**src/rtl/lsu_pkg.sv**
```systemverilog
// lsu_pkg
// Shared definitions for the load/store access master: op code constants,
// FSM state encoding, access-size encoding and small op decode helpers used
// by both lsu_dm_master and lsu_lane.
package lsu_pkg;

  localparam logic [2:0] OP_LB  = 3'b000;
  localparam logic [2:0] OP_LBU = 3'b001;
  localparam logic [2:0] OP_LH  = 3'b010;
  localparam logic [2:0] OP_LHU = 3'b011;
  localparam logic [2:0] OP_LW  = 3'b100;
  localparam logic [2:0] OP_SB  = 3'b101;
  localparam logic [2:0] OP_SH  = 3'b110;
  localparam logic [2:0] OP_SW  = 3'b111;

  typedef enum logic [2:0] {
    ST_IDLE,
    ST_LOAD,
    ST_RMW,
    ST_WRITE,
    ST_RESP
  } lsuState_t;

  typedef enum logic [1:0] {
    SZ_BYTE,
    SZ_HALF,
    SZ_WORD
  } lsuSize_t;

  // Stores are exactly the three codes with the top bit set and a non-zero
  // low part; LW (100) is the only top-bit-set load.
  function automatic logic isStore(input logic [2:0] op);
    return (op == OP_SB) || (op == OP_SH) || (op == OP_SW);
  endfunction

  // Access width of an op, independent of load/store direction.
  function automatic lsuSize_t accessSize(input logic [2:0] op);
    case (op)
      OP_LB, OP_LBU, OP_SB: return SZ_BYTE;
      OP_LH, OP_LHU, OP_SH: return SZ_HALF;
      default:              return SZ_WORD;
    endcase
  endfunction

  // Only LB and LH sign-extend; every other load is zero-extended.
  function automatic logic isSignedLoad(input logic [2:0] op);
    return (op == OP_LB) || (op == OP_LH);
  endfunction

  // Halves need an even address, words a multiple of four.
  function automatic logic isMisaligned(input logic [2:0] op, input logic [1:0] offset);
    case (accessSize(op))
      SZ_HALF: return offset[0];
      SZ_WORD: return |offset;
      default: return 1'b0;
    endcase
  endfunction

endpackage

```
**src/rtl/lsu_lane.sv**
```systemverilog
// lsu_lane
// Purely combinational big-endian lane logic for the LSU.
//   size       : access width (byte / half / word)
//   signedLoad : sign-extend the selected lane instead of zero-extending
//   offset     : byte offset within the word (0 = bits [31:24])
//   rdata      : word read from memory
//   wdata      : right-aligned store data (byte in [7:0], half in [15:0])
//   loadData   : selected and extended load result
//   mergedData : rdata with the addressed lane replaced by the store data
module lsu_lane
  import lsu_pkg::*;
(
  input  lsuSize_t    size,
  input  logic        signedLoad,
  input  logic [1:0]  offset,
  input  logic [31:0] rdata,
  input  logic [15:0] wdata,
  output logic [31:0] loadData,
  output logic [31:0] mergedData
);

  logic [7:0]  byteSel;
  logic [15:0] halfSel;

  // Pick the addressed byte and half out of the read word. Offset 0 is the
  // most significant lane because the memory is big-endian.
  always_comb begin
    byteSel = rdata[31:24];
    case (offset)
      2'd0: byteSel = rdata[31:24];
      2'd1: byteSel = rdata[23:16];
      2'd2: byteSel = rdata[15:8];
      2'd3: byteSel = rdata[7:0];
      default: byteSel = rdata[31:24];
    endcase
    halfSel = offset[1] ? rdata[15:0] : rdata[31:16];
  end

  // Build the extended load value and the read-modify-write word. For word
  // accesses the merge path is never used, so it simply passes rdata through.
  always_comb begin
    loadData   = rdata;
    mergedData = rdata;
    case (size)
      SZ_BYTE: begin
        loadData = {{24{signedLoad & byteSel[7]}}, byteSel};
        case (offset)
          2'd0: mergedData = {wdata[7:0], rdata[23:0]};
          2'd1: mergedData = {rdata[31:24], wdata[7:0], rdata[15:0]};
          2'd2: mergedData = {rdata[31:16], wdata[7:0], rdata[7:0]};
          2'd3: mergedData = {rdata[31:8], wdata[7:0]};
          default: mergedData = rdata;
        endcase
      end
      SZ_HALF: begin
        loadData   = {{16{signedLoad & halfSel[15]}}, halfSel};
        mergedData = offset[1] ? {rdata[31:16], wdata[15:0]} : {wdata[15:0], rdata[15:0]};
      end
      default: begin
        loadData   = rdata;
        mergedData = rdata;
      end
    endcase
  end

endmodule

```
**src/rtl/lsu_dm_master.sv**
```systemverilog
// lsu_dm_master
// Load/store access master between the MEM stage and a word-organised data
// memory. One request at a time; sub-word stores are read-modify-write.
//   clk, rst                      : clock, synchronous active-high reset
//   req_valid/req_ready           : request handshake (ready only in IDLE)
//   req_op, req_addr, req_wdata   : op code, byte address, right-aligned data
//   resp_valid/resp_ready         : response handshake
//   resp_rdata, resp_err          : extended load data, misalignment flag
//   mem_addr, mem_wdata, mem_we   : word port to memory
//   mem_rdata                     : combinational memory read of mem_addr
module lsu_dm_master
  import lsu_pkg::*;
#(
  parameter int ADDR_W = 12
) (
  input  logic              clk,
  input  logic              rst,
  input  logic              req_valid,
  output logic              req_ready,
  input  logic [2:0]        req_op,
  input  logic [ADDR_W-1:0] req_addr,
  input  logic [31:0]       req_wdata,
  output logic              resp_valid,
  input  logic              resp_ready,
  output logic [31:0]       resp_rdata,
  output logic              resp_err,
  output logic [ADDR_W-3:0] mem_addr,
  output logic [31:0]       mem_wdata,
  output logic              mem_we,
  input  logic [31:0]       mem_rdata
);

  lsuState_t   state;
  logic [2:0]  opReg;
  logic [1:0]  offsetReg;
  logic [15:0] wdataReg;
  logic        weReg;
  lsuSize_t    opSize;
  logic        opSigned;
  logic [31:0] laneLoad;
  logic [31:0] laneMerged;

  assign opSize   = accessSize(opReg);
  assign opSigned = isSignedLoad(opReg);

  lsu_lane uLane (
    .size       (opSize),
    .signedLoad (opSigned),
    .offset     (offsetReg),
    .rdata      (mem_rdata),
    .wdata      (wdataReg),
    .loadData   (laneLoad),
    .mergedData (laneMerged)
  );

  // The write strobe is registered, but a reset arriving during the WRITE
  // cycle must still stop the memory from being written on that edge, so the
  // strobe is masked by rst directly.
  assign mem_we = weReg & ~rst;

  // Main FSM. All handshake and memory-port outputs are registers updated
  // here. Only the low half of the store data is kept because word stores
  // are launched straight from req_wdata on the accept edge.
  always_ff @(posedge clk) begin
    if (rst) begin
      state      <= ST_IDLE;
      req_ready  <= 1'b1;
      resp_valid <= 1'b0;
      resp_rdata <= '0;
      resp_err   <= 1'b0;
      weReg      <= 1'b0;
      mem_addr   <= '0;
      mem_wdata  <= '0;
      opReg      <= OP_LB;
      offsetReg  <= '0;
      wdataReg   <= '0;
    end else begin
      case (state)
        ST_IDLE: begin
          if (req_valid) begin
            opReg      <= req_op;
            offsetReg  <= req_addr[1:0];
            wdataReg   <= req_wdata[15:0];
            mem_addr   <= req_addr[ADDR_W-1:2];
            req_ready  <= 1'b0;
            resp_rdata <= '0;
            resp_err   <= 1'b0;
            if (isMisaligned(req_op, req_addr[1:0])) begin
              resp_err   <= 1'b1;
              resp_valid <= 1'b1;
              state      <= ST_RESP;
            end else if (!isStore(req_op)) begin
              state <= ST_LOAD;
            end else if (req_op == OP_SW) begin
              weReg     <= 1'b1;
              mem_wdata <= req_wdata;
              state     <= ST_WRITE;
            end else begin
              state <= ST_RMW;
            end
          end
        end
        ST_LOAD: begin
          resp_rdata <= laneLoad;
          resp_valid <= 1'b1;
          state      <= ST_RESP;
        end
        ST_RMW: begin
          mem_wdata <= laneMerged;
          weReg     <= 1'b1;
          state     <= ST_WRITE;
        end
        ST_WRITE: begin
          weReg      <= 1'b0;
          resp_valid <= 1'b1;
          state      <= ST_RESP;
        end
        ST_RESP: begin
          if (resp_ready) begin
            resp_valid <= 1'b0;
            req_ready  <= 1'b1;
            mem_addr   <= '0;
            state      <= ST_IDLE;
          end
        end
        default: begin
          resp_valid <= 1'b0;
          req_ready  <= 1'b1;
          weReg      <= 1'b0;
          mem_addr   <= '0;
          state      <= ST_IDLE;
        end
      endcase
    end
  end

endmodule

```
**config.mk**
```make
export PLATFORM = sky130hd
export DESIGN_NAME = lsu_dm_master
export DESIGN_NICKNAME = d
export VERILOG_FILES = /design/src/rtl/lsu_pkg.sv /design/src/rtl/lsu_lane.sv /design/src/rtl/lsu_dm_master.sv
export SDC_FILE = /design/constraint.sdc
export NUM_CORES = 1
export LEC_CHECK = 0
export CELL_PAD_IN_SITES_DETAIL_PLACEMENT = 1
export CELL_PAD_IN_SITES_GLOBAL_PLACEMENT = 1
export CORE_UTILIZATION = 41
export DETAILED_ROUTE_END_ITERATION = 12
export DONT_BUFFER_PORTS = 1
export HOLD_SLACK_MARGIN = 0.05
export PLACE_DENSITY = 0.86
export SYNTH_ARGS = -nofsm -noshare
export SYNTH_HDL_FRONTEND = slang
export SYNTH_SLANG_ARGS = --single-unit
```
**constraint.sdc**
```tcl
create_clock -name clk -period 1.6 [get_ports clk]
set_input_delay 0.32 -clock clk [delete_from_list [all_inputs] [get_ports clk]]
set_output_delay 0.32 -clock clk [all_outputs]
set_load 0.1 [all_outputs]
```
==> impl_metrics.yaml <==
run_status:
  outcome: "complete, but fails checks"
  violations: "negative setup slack"
logic_synthesis:
  syn_area_mm2: 0.005310
  ys_warn_count: 0
  ys_types: 55
  syn_avg_cell_area_um2: 8.195
  ys_seq_area_share_pct: 38.45
  synth_nets: 731
  synth_edf_count: 0
  synth_cells: 648
  synth_seq_cells: 102
  yosysMostFrequentCell: "dfxtp_1"
  synth.largest_area_cell: "dfxtp_1"
  ys_top_cells_by_area: "dfxtp_1, a21oi_1, nand2_1"
  ys.flop_type: "dfxtp_1"
  synthTopCellsByCount: "dfxtp_1, nand2_1, a21oi_1"
  synth_top_area_share_pct: 38.45
  async_flop_share_pct: 0
clock_network:
  h-tree-depth: 3
  clkTransAtPathRegs_ns: 0.07
  cts.path.max_buffers: 2
  cts.sinks: 102
  cts_buffers: 9
  root_buffer: "clkbuf_16"
  cts_tree: "done"
  clk_latency_ns: 0.37
sta:
  finalHoldWorstSlack_ns: 0.08505
  tns_ns: -8.194
  finalSetupViolCount: 59
  worst_pin_slew_ns: 0.7925
  min_period_ns: 2.124
  timing.fmax_mhz: 470.8
  rsz0062_at_grt: "yes"
  finalCritPeriodShare_pct: 132.8
  setup_ws_ns: -0.5242
  drv_slew: 0
  final_hold_viol_count: 0
  clock_skew_ns: 0.007686
  slew-limit-headroom_pct: 46.61
die:
  coreArea_mm2: 0.01262
  io_pins: 161
  rows: 41
  start_util_pct: 42.08
  dieArea_mm2: 0.01341
  chipWidth_um: 115.8
  die_y_um: 115.8
drt:
  route.final.wire_length_um: 30210
  drcViolationCount: 0
  num_vias: 6705
  viasPerCell: 7.186
  wire_per_inst_um: 32.38
  first_pass_iters: 5
  first_iter_violations: 792
  ant_nets: 0
power_and_ir_drop:
  p_total_uw: 8344
  vdd_drop_max_mv: 0.8717
  p_switching_uw: 3561
  clockPowerShare_pct: 25.0
  p_leak_uw: 0.002757
  power.density_mw_per_mm2: 1116
  p_comb_share_pct: 39.8
  seqPwrFrac_pct: 35.2
  switching_share_pct: 42.68
  p_int_uw: 4783
setup_path:
  crit_chain: "buf_8, a21bo_4, buf_4, buf_4, o21ai_0, a221oi_2, o2bb2ai_1"
  start_kind: "flop"
  critPathSlowestCell: "o21ai_0"
  crit_family: "compound AO/OA/AOI/OAI gates"
  worstPathArrival_ns: 2.42
  critPathMaxStageDelay_ns: 0.64
  setup.worst_path.class: "reg2reg"
  cp.required_ns: 1.89
  cp-end-kind: "flop"
  cp_max_fo: 8
  crit_top_cell: "buf_4"
  crit_buf_inv: 3
finish:
  fin_cells: 933
  multi_input_area_mm2: 0.003488
  seq_area_mm2: 0.002064
  area_growth_pct: 40.83
  final_layout_size_suffix_gt1_share_pct: 39.74
  fillCellCount: 1470
  fin_nets: 840
placement:
  gp_congestion: 1.018
  dp.cells: 902
  detailedPlacementHpwl_um: 16330
  port-buffer-count: 0
grt:
  overflow: 0
  grt_pass1_vias: 6427
  track_usage_pct: 37.71
  grt_pass1_wl_um: 37220
  antenna_found_initial: 1
  grt_max_degree: 39
job:
  drv_cap: 0
worst_hold_path:
  worstHoldPathType: "in2reg"
-- metrics by stage --
| step | setup slack, ns | util [%] | area [um^2] |
|---|---|---|---|
| 3_5_place_dp | -0.3259 | 50.33 | 6351 |
| 5_1_grt | -0.4961 | 59.26 | 7478 |
| 6_report | -0.5242 | 59.26 | 7478 |
| 4_1_cts | -0.07134 | 54.56 | 6885 |
| 3_3_place_gp | -0.1733 | 50.33 | 6351 |
| 2_1_floorplan | -0.05798 | - | 5341 |
-- path summary, 6_finish.rpt --
check,end,slack (ns),depth (start not counted),start
setup / recovery,mem_wdata[14],-0.52,7,opReg[0]
hold / removal,wdataReg[8],0.09,2,req_wdata[8]
setup reg to reg,mem_wdata[14],-0.52,7,opReg[0]
hold reg to reg,resp_rdata[27],0.47,2,resp_rdata[27]
-- flip-flops by register name, indices dropped and copies added (netlist names) --
name / count
mem_addr: 10
opReg: 3
resp_err: 1
state: 3
mem_wdata: 32
resp_rdata: 32
offsetReg: 2
req_ready: 1
resp_valid: 1
weReg: 1
wdataReg: 16
-- cells by family after synthesis --
family                    synth area share, %
AOI/OAI and AO/OA                       35.58
and+or+nand+nor                         13.62
DFF                                     38.45
buffers and inverters                   6.974
muxes                                   5.042
xor gates and xnor gates               0.3299
-- area by class of cell --
cell class	count	share of cell area [%]
Sequential cell	102	27.61
Clock inverter	2	0.1338
Clock buffer	12	3.296
Multi-Input combinational cell	464	46.65
Timing Repair Buffer	156	18.17
Inverter	24	1.238
Tap cell	172	2.878
Antenna cell	1	0.03346
-- power by group through the flow --
stage / sequential [uW] / combinational, uW / clock [uW]
floorplan: 3930 / 992 / 0
global placement: 2930 / 2580 / 0
detailed placement: 2950 / 2680 / 0
CTS: 2900 / 2820 / 2030
global route: 2940 / 3390 / 2170
finish: 2940 / 3320 / 2090
-- placed cells by master, fill, tap and decap left out, types with 11 or more instances in the layout --
| cell type | netlist | routed |
|---|---|---|
| a211oi_2 | 0 | 13 |
| a21oi_1 | 86 | 68 |
| a21oi_2 | 1 | 14 |
| a22o_1 | 15 | 15 |
| a32oi_1 | 14 | 12 |
| buf_4 | 5 | 127 |
| buf_6 | 0 | 16 |
| dfxtp_1 | 102 | 94 |
| inv_1 | 24 | 22 |
| mux2i_1 | 11 | 11 |
| nand2_1 | 92 | 87 |
| nor2_1 | 42 | 33 |
| o21ai_0 | 61 | 38 |
| o21ai_1 | 3 | 14 |
| o2bb2ai_1 | 13 | 13 |
| o32ai_1 | 20 | 12 |
-- metal layers --
| metal | vias to the layer above | wire [um] | global-route usage, % |
|---|---|---|---|
| met5 | - | 60 | 0 |
| met4 | 2 | 2928 | 26.15 |
| met3 | 258 | 3862 | 12.76 |
| met2 | 653 | 13340 | 60.48 |
| met1 | 3167 | 10030 | 42.28 |
| li1 | 2625 | - | - |
-- what timing repair did --
action                                 4_1_cts  5_1_grt
resized for setup                           65      117
gates cloned                                 0        1
setup buffers                                5        9
hold buffers                                 2        1
setup endpoints to repair                   74       79
endpoints found under the hold margin       38        1
pin swaps                                    6       31
No activity file was read; power rests on OpenSTA's default activity.
